## src/rtl/ball_physics.sv

```systemverilog
// Ball motion / collision engine: wall and platform bounces plus brick probing over a read/write port.
// Optional diagonal corner probe is enabled with `define BALL_CORNER_PROBE_EN.
//   state    | meaning
//   IDLE     | waiting for step
//   EVAL     | latch ball, apply wall/platform rules, plan probes
//   PROBE_*  | mem_rd with probe coordinate (V1/V2 vertical, H1/H2 horizontal, C corner)
//   WAIT_*   | sample mem_health, write back decremented health on a hit
//   APPLY    | commit directions and hit count
//   DONE     | pulse done (and miss)
module ball_physics #(
  parameter int W          = 10,
  parameter int X_MAX      = 640,
  parameter int Y_MAX      = 480,
  parameter int BRICK_W    = 40,
  parameter int BRICK_H    = 20,
  parameter int BRICK_ROWS = 8,
  parameter int PLAT_Y     = 440,
  parameter int PLAT_W     = 64
) (
  input  logic         clk,
  input  logic         reset,
  input  logic         step,
  input  logic [W-1:0] ball_x,
  input  logic [W-1:0] ball_y,
  input  logic [W-1:0] size,
  input  logic [W-1:0] plat_x,
  output logic         busy,
  output logic         done,
  output logic         x_dir,
  output logic         y_dir,
  output logic         miss,
  output logic [2:0]   hit_count,
  output logic         mem_rd,
  output logic [W-1:0] mem_x,
  output logic [W-1:0] mem_y,
  input  logic [1:0]   mem_health,
  output logic         mem_wr,
  output logic [1:0]   mem_wr_health
);

  localparam int W1 = W + 1;
  localparam logic [W:0]   XM   = W1'(X_MAX);
  localparam logic [W:0]   YM   = W1'(Y_MAX);
  localparam logic [W:0]   BW   = W1'(BRICK_W);
  localparam logic [W:0]   BH   = W1'(BRICK_H);
  localparam logic [W:0]   AREA = W1'(BRICK_ROWS * BRICK_H);
  localparam logic [W:0]   PY   = W1'(PLAT_Y);
  localparam logic [W:0]   PW   = W1'(PLAT_W);
  localparam logic [W:0]   ONE1 = W1'(1);
  localparam logic [W-1:0] ONE  = W'(1);

  typedef enum logic [3:0] {
    IDLE, EVAL,
    PROBE_V1, WAIT_V1, PROBE_V2, WAIT_V2,
    PROBE_H1, WAIT_H1, PROBE_H2, WAIT_H2,
`ifdef BALL_CORNER_PROBE_EN
    PROBE_C, WAIT_C,
`endif
    APPLY, DONE
  } state_t;

  state_t st, nxt, after_v, after_h;

  logic [W:0]   bx, by, sz, px, x_end, y_end, ex, ey;
  logic         wx, wy, fx_w, fy_w, miss_w, v_ok, v2_ok, h_ok, h2_ok;
  logic [W-1:0] vrow, hcol, v2x, h2y;

  logic         wx_r, wy_r, fx_f, fy_f, miss_r, h_en, v2_en, h2_en;
  logic         flip_x, flip_y, cur_hit;
  logic [W-1:0] vrow_r, hcol_r, v1x_r, v2x_r, h1y_r, h2y_r;
  logic [2:0]   hits;
`ifdef BALL_CORNER_PROBE_EN
  logic         v_en;
`endif

  // Evaluation arithmetic is one bit wider than the coordinates so edges never wrap.
  always_comb begin
    bx     = {1'b0, ball_x};
    by     = {1'b0, ball_y};
    sz     = {1'b0, size};
    px     = {1'b0, plat_x};
    x_end  = bx + sz;
    y_end  = by + sz;
    wx     = x_dir;
    wy     = y_dir;
    fx_w   = 1'b0;
    fy_w   = 1'b0;
    miss_w = 1'b0;
    if (bx == '0) begin wx = 1'b1; fx_w = 1'b1; end
    if (x_end >= XM) begin wx = 1'b0; fx_w = 1'b1; end
    if (by == '0) begin wy = 1'b1; fy_w = 1'b1; end
    if (y_end >= YM) begin wy = 1'b0; fy_w = 1'b1; miss_w = 1'b1; end
    if ((y_end == PY) && (x_end > px) && (bx < px + PW)) begin
      wy   = 1'b0;
      fy_w = 1'b1;
    end
    ey    = wy ? y_end : by;
    ex    = wx ? x_end : bx;
    vrow  = wy ? ey[W-1:0] + ONE : ey[W-1:0] - ONE;
    hcol  = wx ? ex[W-1:0] + ONE : ex[W-1:0] - ONE;
    v2x   = ball_x + size - ONE;
    h2y   = ball_y + size - ONE;
    // The bottom edge of the brick area still counts, so a ball just below it can hit row 7.
    v_ok  = ((ey % BH) == '0) && (ey != '0) && (ey <= AREA);
    v2_ok = v_ok && ((bx / BW) != ((x_end - ONE1) / BW));
    h_ok  = ((ex % BW) == '0) && (ex != '0) && (ex < XM) && (by < AREA);
    h2_ok = h_ok && ((by / BH) != ((y_end - ONE1) / BH));
  end

  assign cur_hit = ((st == WAIT_V1) || (st == WAIT_V2) || (st == WAIT_H1) || (st == WAIT_H2)
`ifdef BALL_CORNER_PROBE_EN
                    || (st == WAIT_C)
`endif
                   ) && (mem_health != 2'd0);

  always_ff @(posedge clk) begin
    if (reset) st <= IDLE;
    else       st <= nxt;
  end

  always_comb begin
    after_h = APPLY;
`ifdef BALL_CORNER_PROBE_EN
    if (v_en && h_en && (hits == 3'd0) && !cur_hit) after_h = PROBE_C;
`endif
    after_v = h_en ? PROBE_H1 : after_h;
    nxt     = st;
    unique case (st)
      IDLE:     if (step) nxt = EVAL;
      EVAL:     nxt = v_ok ? PROBE_V1 : (h_ok ? PROBE_H1 : APPLY);
      PROBE_V1: nxt = WAIT_V1;
      WAIT_V1:  nxt = v2_en ? PROBE_V2 : after_v;
      PROBE_V2: nxt = WAIT_V2;
      WAIT_V2:  nxt = after_v;
      PROBE_H1: nxt = WAIT_H1;
      WAIT_H1:  nxt = h2_en ? PROBE_H2 : after_h;
      PROBE_H2: nxt = WAIT_H2;
      WAIT_H2:  nxt = after_h;
`ifdef BALL_CORNER_PROBE_EN
      PROBE_C:  nxt = WAIT_C;
      WAIT_C:   nxt = APPLY;
`endif
      APPLY:    nxt = DONE;
      DONE:     nxt = IDLE;
      default:  nxt = IDLE;
    endcase
  end

  always_ff @(posedge clk) begin
    if (reset) begin
      wx_r <= 1'b0;  wy_r <= 1'b0;  fx_f <= 1'b0;  fy_f <= 1'b0;  miss_r <= 1'b0;
      h_en <= 1'b0;  v2_en <= 1'b0; h2_en <= 1'b0;
      vrow_r <= '0;  hcol_r <= '0;  v1x_r <= '0;  v2x_r <= '0;  h1y_r <= '0;  h2y_r <= '0;
      hits <= '0;    flip_x <= 1'b0; flip_y <= 1'b0;
      x_dir <= 1'b0; y_dir <= 1'b0; hit_count <= '0;
`ifdef BALL_CORNER_PROBE_EN
      v_en <= 1'b0;
`endif
    end else begin
      unique case (st)
        EVAL: begin
          wx_r <= wx;    wy_r <= wy;    fx_f <= fx_w;  fy_f <= fy_w;  miss_r <= miss_w;
          h_en <= h_ok;  v2_en <= v2_ok; h2_en <= h2_ok;
          vrow_r <= vrow; hcol_r <= hcol; v1x_r <= ball_x; v2x_r <= v2x;
          h1y_r <= ball_y; h2y_r <= h2y;
          hits <= '0;    flip_x <= 1'b0; flip_y <= 1'b0;
`ifdef BALL_CORNER_PROBE_EN
          v_en <= v_ok;
`endif
        end
        WAIT_V1, WAIT_V2: if (cur_hit) begin hits <= hits + 3'd1; flip_y <= 1'b1; end
        WAIT_H1, WAIT_H2: if (cur_hit) begin hits <= hits + 3'd1; flip_x <= 1'b1; end
`ifdef BALL_CORNER_PROBE_EN
        WAIT_C: if (cur_hit) begin
          hits <= hits + 3'd1; flip_x <= 1'b1; flip_y <= 1'b1;
        end
`endif
        APPLY: begin
          // A wall or platform already decided this axis, so brick flips on it are dropped.
          x_dir     <= wx_r ^ (flip_x & ~fx_f);
          y_dir     <= wy_r ^ (flip_y & ~fy_f);
          hit_count <= hits;
        end
        default: ;
      endcase
    end
  end

  always_comb begin
    mem_x  = '0;
    mem_y  = '0;
    mem_rd = 1'b0;
    unique case (st)
      PROBE_V1, WAIT_V1: begin mem_x = v1x_r;  mem_y = vrow_r; end
      PROBE_V2, WAIT_V2: begin mem_x = v2x_r;  mem_y = vrow_r; end
      PROBE_H1, WAIT_H1: begin mem_x = hcol_r; mem_y = h1y_r;  end
      PROBE_H2, WAIT_H2: begin mem_x = hcol_r; mem_y = h2y_r;  end
`ifdef BALL_CORNER_PROBE_EN
      PROBE_C,  WAIT_C:  begin mem_x = hcol_r; mem_y = vrow_r; end
`endif
      default: ;
    endcase
    if ((st == PROBE_V1) || (st == PROBE_V2) || (st == PROBE_H1) || (st == PROBE_H2)
`ifdef BALL_CORNER_PROBE_EN
        || (st == PROBE_C)
`endif
       ) mem_rd = 1'b1;
  end

  assign busy          = (st != IDLE);
  assign done          = (st == DONE);
  assign miss          = done & miss_r;
  assign mem_wr        = cur_hit;
  assign mem_wr_health = cur_hit ? mem_health - 2'd1 : 2'd0;

endmodule

```

## config.mk

```make
export PLATFORM = sky130hd
export DESIGN_NAME = ball_physics
export DESIGN_NICKNAME = d
export VERILOG_FILES = /design/src/rtl/ball_physics.sv
export SDC_FILE = /design/constraint.sdc
export NUM_CORES = 1
export LEC_CHECK = 0
export CAP_MARGIN = 30
export CELL_PAD_IN_SITES_DETAIL_PLACEMENT = 2
export CELL_PAD_IN_SITES_GLOBAL_PLACEMENT = 2
export CORE_MARGIN = 5
export CORE_UTILIZATION = 37
export CTS_CLUSTER_SIZE = 10
export DETAILED_ROUTE_END_ITERATION = 7
export PLACE_DENSITY_LB_ADDON = 0.12
export SLEW_MARGIN = 20
export SYNTH_ARGS = -nofsm -noshare
export SYNTH_HDL_FRONTEND = slang
export SYNTH_SLANG_ARGS = --single-unit
export TNS_END_PERCENT = 1
```

## constraint.sdc

```tcl
create_clock -name clk -period 13.6 [get_ports clk]
set_input_delay 1.36 -clock clk [delete_from_list [all_inputs] [get_ports clk]]
set_output_delay 1.36 -clock clk [all_outputs]
set_load 0.05 [all_outputs]
```

==> results.ini, run 1 <==
[setup_path]
arrival_ns = 9.47
start_kind = input port
r2r_setup_slack_ns = 8.60
required_ns = 13.90
critPathKind = in2reg
worst-path-max-fanout = 41
endpoint_kind = register

[sta]
skew_ns = 0.007912
hold_violations = 0
setup_violations = 0
holdWs_ns = 0.4610
fin_setup_tns_ns = 0
rsz0062_at_grt = no
setup_slack_ns = 4.424
max_freq_mhz = 109.0
drv_slew = 0
worstMarginPinSlew_ns = 0.9771
maxSlewHeadroom_pct = 34.36
min_period_ns = 9.176
period_share_pct = 67.47

[clock_tree]
cts_tree = yes
clkLatencyLatePin_ns = 0.35
cts_setup_buffers = 0
cts_resized = 0
hold_buffers = 0
clock-sinks = 82
numCtsBuffers = 9
clk_pin_slew_worst_paths_ns = 0.07
htreeDepth = 3
clockBufferDepth = 2
cts_root_buffer = clkbuf_16

[synthesis]
synthFlopType = dfxtp_1
synth_edf_count = 0
yosys.area.top_type = dfxtp_1
synth_top_area_share_pct = 14.94
async_flop_share_pct = 0
ys_warn_count = 0
ys_types = 86
synth-seq-cells = 82
avgSynthCellArea_sq_um = 6.754
syn_nets = 1758
syn_inst = 1627
netlist_top_cells_area = dfxtp_1 15%, ha_1 9.3%, nand2_1 7.2%
ys_seq_area_share_pct = 14.94
netlist_area_sq_um = 10990

[floorplanning]
die_area_sq_um = 33240
fp-row-count = 63
die_w_microns = 182.3
core_area_sq_um = 29480
die-height_microns = 182.3
ios = 77
initial_core_util_pct = 37.27

[placement]
pre_cts_slack_ns = 4.138
dpl-instance-area_sq_um = 12050
hpwlAfterDp_microns = 37270
globalplace.congestion = 0.9102
portBuffers = 76
place_inst = 2022

[cells_and_area]
final_area_sq_um = 12370
nFillCells = 3611
post-route-util_pct = 41.97
final_cells = 2041
syn_to_final_growth_pct = 12.62
final_nets = 1777
n_antenna_cell = 0
drive_gt1_share_pct = 5.209

[power_and_ir_drop]
p_leak_nw = 4.646
power_density_nw_per_um2 = 101.8
ir_worst_vdd_v = 0.00006255
p_total_mw = 1.260

[global_route]
grt_start_max_net_pins = 83
antenna_found_initial = 0
grt_use_total_pct = 27.69
grt_pass1_vias = 12870
grt_pass1_wl_microns = 74520
gr-total-overflow = 0

[route]
firstDrtPassIters = 5
ant_nets = 0
routed_wl_microns = 47690
routed_via_density = 6.172
post-route-drc-count = 0
vias = 12600
post_drt_wl_per_cell_microns = 23.37
drt_iter0_markers = 758

[min_path]
holdCritPathClass = reg2reg

[flow_run]
drv_cap = 0

[run_status]
status = completed

[worst paths after layout]
kind / startpoint / endpoint / depth (start not counted)
max reg2reg: y_dir$_SDFFE_PP0N_ / v2_en$_SDFFE_PP0P_ / 18
max: ball_x[5] / v2_en$_SDFFE_PP0P_ / 28
min: h2y_r[1]$_SDFFE_PP0P_ / h2y_r[1]$_SDFFE_PP0P_ / 2
min reg2reg: h2y_r[1]$_SDFFE_PP0P_ / h2y_r[1]$_SDFFE_PP0P_ / 2
[routing by layer]
| metal | vias up | global-route usage [%] | wire length [microns] |
|---|---|---|---|
| li1 | 5953 | - | - |
| met1 | 6338 | 39.68 | 23230 |
| met2 | 263 | 45.94 | 21870 |
| met3 | 43 | 2.611 | 1922 |
| met4 | 0 | 4.563 | 667 |
| met5 | - | 0 | 0 |
[power by group]
| group | total, mW | internal (mW) | switching (mW) |
|---|---|---|---|
| Clock | 0.252 | 0.144 | 0.108 |
| Combinational | 0.732 | 0.245 | 0.487 |
| Sequential | 0.277 | 0.262 | 0.0146 |
[Yosys cell counts (all sizes together), types with 6 or more instances]
master / instances
nand2: 211
a21oi: 151
nor2: 136
o21ai: 112
inv: 101
dfxtp: 82
ha: 82
clkbuf: 78
nor3: 70
xnor2: 64
nand3: 45
a211oi: 42
a22oi: 28
nand4: 25
o211ai: 23
mux2i: 22
xor2: 21
a31oi: 20
buf: 19
a21o: 18
or3: 16
nor2b: 14
nor4: 14
o21a: 14
o31ai: 14
and2: 13
and3: 13
or2: 13
a2111oi: 11
nand2b: 11
o21bai: 11
o22ai: 11
a211o: 10
o221ai: 9
a32oi: 7
mux2: 7
o2111ai: 7
a221oi: 6
[cell usage in the layout (no fill, tap or decap), types with 9 or more instances in the layout]
cell type and n:
nand2_1 210, a21oi_1 150, nor2_1 136, o21ai_0 101, inv_1 100, ha_1 82
dfxtp_1 82, clkdlybuf4s50_1 75, nor3_1 68, xnor2_1 64, nand3_1 45, a211oi_1 38
a22oi_1 28, buf_4 27, nand4_1 25, o211ai_1 23, mux2i_1 22, xor2_1 21
a31oi_1 19, a21o_1 18, or3_1 16, nor2b_1 14, o21a_1 14, o31ai_1 14
nor4_1 13, and3_1 13, or2_2 12, o21ai_1 11, nand2b_1 11, o21bai_1 11
and2_1 11, o22ai_1 10, a211o_1 10, o221ai_1 9, clkbuf_16 9
[critical path, cell delays in order]
cell and delay, ns:
clkdlybuf4s50_1 0.92, inv_1 0.25, ha_1 0.53, nand4_1 0.15
a2111oi_0 0.43, nor3_1 0.13, buf_4 0.20, inv_1 0.38
ha_1 0.24, o21a_1 0.13, o21a_1 0.11, o32a_1 0.14
o21ai_0 0.13, a2111oi_2 0.70, a31oi_4 0.14, buf_4 0.31
mux2_2 0.35, nor2_1 0.57, xnor2_1 0.23, nor3_1 0.07
a31o_2 0.21, a31oi_1 0.23, ha_1 0.28, a2111oi_0 0.38
o211ai_1 0.19, nor3b_1 0.41, nand4_1 0.14, nand3_1 0.11
[cell families (layout without fill, tap and decap cells)]
logic type	after synthesis	after routing	synth area share [%]
mux	29	29	2.722
fa+ha+maj	89	89	10.34
buf+inv	201	225	7.128
flops	82	82	14.94
xor+xnor	85	85	6.775
simple gates	598	598	25.28
compound gates	543	543	32.82
[layout make-up]
type | instances | area (sq um) | area share [%]
Inverter | 104 | 390.4 | 3.155
Multi-Input combinational cell | 1344 | 8581 | 69.34
Timing Repair Buffer | 105 | 970.9 | 7.846
Clock inverter | 7 | 77.57 | 0.6269
Clock buffer | 9 | 225.2 | 1.820
Tap cell | 390 | 488.0 | 3.943
Sequential cell | 82 | 1642 | 13.27
[registers in the layout, indices dropped and copies added (netlist names), 3 cells and up]
signal     flops
st             4
hits           3
hcol_r        10
v1x_r         10
hit_count      3
v2x_r         10
h2y_r         10
h1y_r         10
vrow_r        10
Note: power is estimated with default switching activity, not from simulation.
==> run 2: changes to the inputs <==
--- a/config.mk
+++ b/config.mk
@@ -9,7 +9,7 @@
 export CELL_PAD_IN_SITES_DETAIL_PLACEMENT = 2
 export CELL_PAD_IN_SITES_GLOBAL_PLACEMENT = 2
 export CORE_MARGIN = 5
-export CORE_UTILIZATION = 37
+export CORE_UTILIZATION = 35
 export CTS_CLUSTER_SIZE = 10
 export DETAILED_ROUTE_END_ITERATION = 7
 export PLACE_DENSITY_LB_ADDON = 0.12
==> constraint.sdc (replaced) <==
create_clock -name clk -period 8.5 [get_ports clk]
set_input_delay 0.85 -clock clk [delete_from_list [all_inputs] [get_ports clk]]
set_output_delay 0.85 -clock clk [all_outputs]
set_load 0.05 [all_outputs]
==> run 2 against run 1 <==
Compared with the run above: die area is 5.4% higher; sequential share of layout area is 0.099 points lower; critical endpoint unchanged; clock skew is 0.00090 ns lower; sequential cell count stayed put; largest power group unchanged; clock power is 57% higher; power is 60% higher; final area is 0.75% higher; critical path depth is 1 lower; sequential power is 60% higher; core utilization is 1.5 points lower.
==> results.ini, run 2 (synthesis results as in run 1) <==
[run_status]
status = completed  ; unchanged

[global_route]
grt_pass1_vias = 12910  ; was 12870
antenna_found_initial = 0  ; unchanged
grt_use_met3_pct = 2.781  ; was 2.611%
gr-total-overflow = 0  ; unchanged
grt_pass1_wl_microns = 75380  ; was 74520 microns
grt_use_met1_pct = 38.02  ; was 39.68%
use_met2_pct = 42.18  ; was 45.94%
grt_use_total_pct = 26.18  ; was 27.69%
grt_start_max_net_pins = 83  ; unchanged
busiest_layer = met2  ; unchanged

[sta]
maxSlewHeadroom_pct = 33.46  ; was 34.36%
fin_setup_tns_ns = 0  ; unchanged
hold_violations = 0  ; unchanged
drv_slew = 0  ; unchanged
min_period_ns = 7.782
skew_ns = 0.007016  ; was 0.007912 ns
setup_violations = 0  ; unchanged
period_share_pct = 91.56
holdWs_ns = 0.4560  ; was 0.4610 ns
worstMarginPinSlew_ns = 0.9703  ; was 0.9771 ns
max_freq_mhz = 128.5
rsz0062_at_grt = no  ; unchanged

[setup_path]
r2r.worst_path.cells = 18  ; unchanged
cp.buffers_inverters = 4  ; was 5
path_delay_family = compound AO/OA/AOI/OAI gates  ; unchanged
slowest_stage = clkdlybuf4s50_1  ; unchanged
arrival_ns = 8.06  ; was 9.47 ns
critPathKind = in2reg  ; unchanged
required_ns = 8.78  ; was 13.90 ns
start_kind = input port  ; unchanged
critPathMostFrequentCell = ha_1  ; unchanged
worst-path-max-fanout = 17  ; was 41
endpoint_kind = register  ; unchanged
max_stage_delay_ns = 0.75  ; was 0.92 ns
cp.depth = 27  ; was 28

[cells_and_area]
final_nets = 1789  ; was 1777
final_cell_mix = 210 x nand2_1, 150 x a21oi_1, 136 x nor2_1  ; unchanged
final_common_cell = nand2_1  ; unchanged
syn_to_final_growth_pct = 13.46  ; was 12.62%
drive_gt1_share_pct = 5.773  ; was 5.209%
n_antenna_cell = 0  ; unchanged
final_area_sq_um = 12470  ; was 12370 sq um
nFillCells = 3717  ; was 3611

[power_and_ir_drop]
power_density_nw_per_um2 = 162.0  ; was 101.8 nW/um^2
p_leak_nw = 4.706  ; was 4.646 nW
ir_worst_vdd_v = 0.0001016  ; was 0.00006255 V
p_total_mw = 2.020  ; was 1.260 mW

[floorplanning]
core_area_sq_um = 30830  ; was 29480 sq um
die_area_sq_um = 35040  ; was 33240 sq um
die-height_microns = 187.2  ; was 182.3 microns
die_w_microns = 187.2  ; was 182.3 microns
fp-row-count = 64  ; was 63
ios = 77  ; unchanged
initial_core_util_pct = 35.64  ; was 37.27%

[flow_run]
drv_cap = 0  ; unchanged

[placement]
dpl-instance-area_sq_um = 12160  ; was 12050 sq um
globalplace.congestion = 0.9122  ; was 0.9102
hpwlAfterDp_microns = 37470  ; was 37270 microns
portBuffers = 76  ; unchanged

[route]
ant_nets = 0  ; unchanged
firstDrtPassIters = 5  ; unchanged
drt_iter0_markers = 765  ; was 758
routed_via_density = 6.100  ; was 6.172
routed_wl_microns = 47700  ; was 47690 microns
post-route-drc-count = 0  ; unchanged
post_drt_wl_per_cell_microns = 23.17  ; was 23.37 microns
vias = 12560  ; was 12600

[clock_tree]
cts_tree = yes  ; unchanged
hold_buffers = 0  ; unchanged
clockBufferDepth = 2  ; unchanged
htreeDepth = 3  ; unchanged
cts_resized = 0  ; unchanged
numCtsBuffers = 9  ; unchanged
cts_setup_buffers = 0  ; unchanged
clkLatencyLatePin_ns = 0.34  ; was 0.35 ns
clock-sinks = 82  ; unchanged
clk_pin_slew_worst_paths_ns = 0.06  ; was 0.07 ns
cts_root_buffer = clkbuf_16  ; unchanged

[min_path]
holdPathStages = 2  ; unchanged
holdCritPathClass = reg2reg  ; unchanged

run 2: cell count changes in the layout (fill, tap and decap cells not counted):
| cell | change |
|---|---|
| buf_2 | -1 |
| buf_4 | +14 |
| clkbuf_1 | +2 |
| clkbuf_4 | -1 |
| clkbuf_8 | +1 |
| clkinv_2 | +1 |
| clkinv_4 | -2 |
| clkinvlp_4 | -1 |
| inv_6 | -1 |
| o21ai_0 | -2 |
| o21ai_1 | +2 |
run 2: final timing paths:
| path | startpoint | to | slack [ns] |
|---|---|---|---|
| min reg2reg | h1y_r[2]$_SDFFE_PP0P_ | h1y_r[2]$_SDFFE_PP0P_ | 0.46 |
| min | h1y_r[2]$_SDFFE_PP0P_ | h1y_r[2]$_SDFFE_PP0P_ | 0.46 |
| max reg2reg | y_dir$_SDFFE_PP0N_ | v2_en$_SDFFE_PP0P_ | 3.87 |
| max | ball_x[1] | v2_en$_SDFFE_PP0P_ | 0.72 |
run 2: final cells by class:
type | count | area [sq um] | area share [%]
clock buffers | 12 | 246.5 | 1.977
clock inverters | 4 | 48.80 | 0.3914
inverters | 104 | 390.4 | 3.131
multi-input cells | 1344 | 8581 | 68.83
flip-flops and latches | 82 | 1642 | 13.17
well taps | 396 | 495.5 | 3.974
repair buffers | 117 | 1064 | 8.531
run 2: through the flow:
step	instances	utilization, %	setup slack [ns]
floorplan	1627	-	1.918
global placement	2041	39.43	0.7319
detailed placement	2042	39.46	0.4704
CTS	2058	40.41	0.8042
global route	2059	40.44	0.08371
finish	2059	40.44	0.7176
run 2: power breakdown:
| part | switching [mW] | internal (mW) | leakage, nW |
|---|---|---|---|
| Clock | 0.159 | 0.236 | 0.147 |
| Sequential | 0.0229 | 0.419 | 0.669 |
| Combinational | 0.783 | 0.401 | 3.89 |
| Total | 0.964 | 1.06 | 4.71 |
run 2: metal layers:
| metal | up-vias | routed length, microns |
|---|---|---|
| met5 | - | 0 |
| met4 | 0 | 789 |
| met3 | 35 | 2055 |
| met2 | 244 | 21480 |
| met1 | 6303 | 23370 |
| li1 | 5978 | - |
run 2: worst reg2reg max path: stages (launching register included):
cell,delay [ns]
dfxtp_1,0.35
inv_1,0.10
a21oi_1,0.24
o21ai_0,0.23
a41o_1,0.29
a31oi_4,0.50
mux2_2,0.43
nor2_1,0.12
buf_4,0.20
xnor2_1,0.15
nor3_1,0.08
a31o_2,0.22
a31oi_1,0.20
ha_1,0.27
a2111oi_0,0.37
o211ai_1,0.18
nor3b_1,0.39
o211ai_1,0.16
nand3_1,0.09
==> run 3: changes to the inputs <==
--- a/config.mk
+++ b/config.mk
@@ -8,9 +8,7 @@
 export CAP_MARGIN = 30
 export CELL_PAD_IN_SITES_DETAIL_PLACEMENT = 2
 export CELL_PAD_IN_SITES_GLOBAL_PLACEMENT = 2
-export CORE_MARGIN = 5
-export CORE_UTILIZATION = 35
-export CTS_CLUSTER_SIZE = 10
+export CORE_UTILIZATION = 31
 export DETAILED_ROUTE_END_ITERATION = 7
 export PLACE_DENSITY_LB_ADDON = 0.12
 export SLEW_MARGIN = 20
==> constraint.sdc (replaced) <==
create_clock -name clk -period 7 [get_ports clk]
set_input_delay 0.7 -clock clk [delete_from_list [all_inputs] [get_ports clk]]
set_output_delay 0.7 -clock clk [all_outputs]
set_load 0.05 [all_outputs]
==> run 3 against run 2 <==
Compared with the run above: wire length grew 3.0%; sequential share of layout area is 0.73 points lower; register-to-register slack got worse by 1.2 ns; clock skew increased by 0.0025 ns; sequential cell count stayed put; power is 29% higher; critical path depth is 3 higher; largest cell class unchanged.
==> results.ini, run 3 (synthesis results as in run 1) <==
[run_status]
status = completed  ; unchanged

[flow_run]
drv_cap = 0  ; unchanged

[sta]
period_share_pct = 94.34
setup_violations = 0  ; unchanged
worstMarginPinSlew_ns = 0.9789  ; was 0.9703 ns
hold_violations = 0  ; unchanged
holdWs_ns = 0.4574  ; was 0.4560 ns
maxSlewHeadroom_pct = 34.50  ; was 33.46%
max_freq_mhz = 151.4
setup_slack_ns = 0.3965  ; was 0.7176 ns
min_period_ns = 6.604
drv_slew = 0  ; unchanged
skew_ns = 0.009558  ; was 0.007016 ns

[setup_path]
max_stage_delay_ns = 0.69  ; was 0.75 ns
start_kind = input port  ; unchanged
cp.buffers_inverters = 6  ; was 4
path_delay_family = compound AO/OA/AOI/OAI gates  ; unchanged
r2r_setup_slack_ns = 2.69  ; was 3.87 ns
r2r.worst_path.cells = 19  ; was 18
endpoint_kind = register  ; unchanged
worst-path-max-fanout = 10  ; was 17
critPathKind = in2reg  ; unchanged
cp.depth = 30  ; was 27
required_ns = 7.25  ; was 8.78 ns
arrival_ns = 6.86  ; was 8.06 ns
slowest_stage = clkdlybuf4s50_1  ; unchanged

[power_and_ir_drop]
p_clk_share_pct = 20.6  ; was 19.5%
p_leak_nw = 5.118  ; was 4.706 nW
ir_worst_vdd_v = 0.0001254  ; was 0.0001016 V
p_int_mw = 1.381  ; was 1.056 mW
sw_frac_of_total_pct = 46.85  ; was 47.73%
p_seq_share_pct = 20.6  ; was 21.9%
power.share.combinational_pct = 58.7  ; was 58.6%
power_density_nw_per_um2 = 196.8  ; was 162.0 nW/um^2
p_sw_mw = 1.217  ; was 0.9643 mW

[clock_tree]
clock-sinks = 82  ; unchanged
clockBufferDepth = 2  ; unchanged
clk_pin_slew_worst_paths_ns = 0.07  ; was 0.06 ns
numCtsBuffers = 9  ; unchanged
cts_root_buffer = clkbuf_16  ; unchanged
htreeDepth = 3  ; unchanged
cts_tree = yes  ; unchanged
clkLatencyLatePin_ns = 0.35  ; was 0.34 ns

[route]
routed_via_density = 5.820  ; was 6.100
firstDrtPassIters = 4  ; was 5
post-route-drc-count = 0  ; unchanged
routed_wl_microns = 49110  ; was 47700 microns
vias = 12760  ; was 12560
drt_iter0_markers = 666  ; was 765
post_drt_wl_per_cell_microns = 22.40  ; was 23.17 microns
ant_nets = 0  ; unchanged

[floorplanning]
die-height_microns = 190.3  ; was 187.2 microns
core_area_sq_um = 34710  ; was 30830 sq um
ios = 77  ; unchanged
initial_core_util_pct = 31.65  ; was 35.64%
fp-row-count = 68  ; was 64
die_area_sq_um = 36200  ; was 35040 sq um
die_w_microns = 190.3  ; was 187.2 microns

[placement]
pre_cts_slack_ns = -0.2838  ; was 0.4704 ns
hpwlAfterDp_microns = 39500  ; was 37470 microns
globalplace.congestion = 0.9053  ; was 0.9122
portBuffers = 76  ; unchanged

[global_route]
grt_pass1_wl_microns = 76390  ; was 75380 microns
grt_start_max_net_pins = 83  ; unchanged
grt_pass1_vias = 13130  ; was 12910
gr-total-overflow = 0  ; unchanged
grt_use_total_pct = 26.87  ; was 26.18%
antenna_found_initial = 1  ; was 0

[cells_and_area]
final_cell_mix = 210 x nand2_1, 150 x a21oi_1, 134 x nor2_1  ; was 210 x nand2_1, 150 x a21oi_1, 136 x nor2_1
drive_gt1_share_pct = 10.41  ; was 5.773%
final_common_cell = nand2_1  ; unchanged
final_nets = 1864  ; was 1789
syn_to_final_growth_pct = 20.13  ; was 13.46%
n_antenna_cell = 0  ; unchanged

[min_path]
holdCritPathClass = reg2reg  ; unchanged
holdPathStages = 2  ; unchanged

run 3: cell type report:
type | instances | area [sq um]
flip-flops and latches | 82 | 1642
well taps | 455 | 569.3
multi-input cells | 1344 | 8621
fillers | 4195 | 21510
inverters | 104 | 390.4
clock inverters | 7 | 106.4
repair buffers | 192 | 1647
clock buffers | 9 | 225.2
run 3: power groups by stage:
stage          clock [mW]  sequential, mW  combinational [mW]
2_1_floorplan           0           0.536               0.975
6_report            0.536           0.536                1.53
3_5_place_dp            0           0.546                1.51
3_3_place_gp            0           0.544                1.47
5_1_grt             0.568           0.542                1.66
4_1_cts             0.544           0.536                1.51
run 3: timing repair:
item,CTS,global route
buffers inserted,0,1
endpoints found under the setup margin,0,3
hold buffers,0,0
gates resized for setup,0,15
run 3: path summary, 6_finish.rpt:
check,end,startpoint
setup reg to reg,st[3]$_SDFFE_PP0P_,y_dir$_SDFFE_PP0N_
hold / removal,hcol_r[3]$_SDFFE_PP0P_,hcol_r[3]$_SDFFE_PP0P_
hold reg to reg,hcol_r[3]$_SDFFE_PP0P_,hcol_r[3]$_SDFFE_PP0P_
setup / recovery,st[3]$_SDFFE_PP0P_,ball_x[6]
run 3: layer usage:
metal	track usage [%]	vias up	share of wire [%]
met5	0	-	0
met3	1.822	28	2.9
li1	-	6136	-
met1	38.66	6378	50
met2	43.99	221	45
met4	4.923	0	1.2
run 3: worst min-delay path: cells and delay by family (launching register included):
family / cells / cell delay, ns
AOI/OAI and AO/OA: 1 / 0.05
DFF: 1 / 0.31
and+or+nand+nor: 1 / 0.05
run 3: stage by stage:
stage	cells	total power, mW	utilization [%]	cell area [sq um]	TNS, ns
after floorplan	1627	1.511	-	10990	0
after global placement	2176	2.010	36.91	12810	-0.002751
after detailed placement	2176	2.053	36.91	12810	-0.7089
after CTS	2192	2.595	37.87	13150	0
after global routing	2193	2.771	38.03	13200	-0.009744
final	2193	2.598	38.03	13200	0
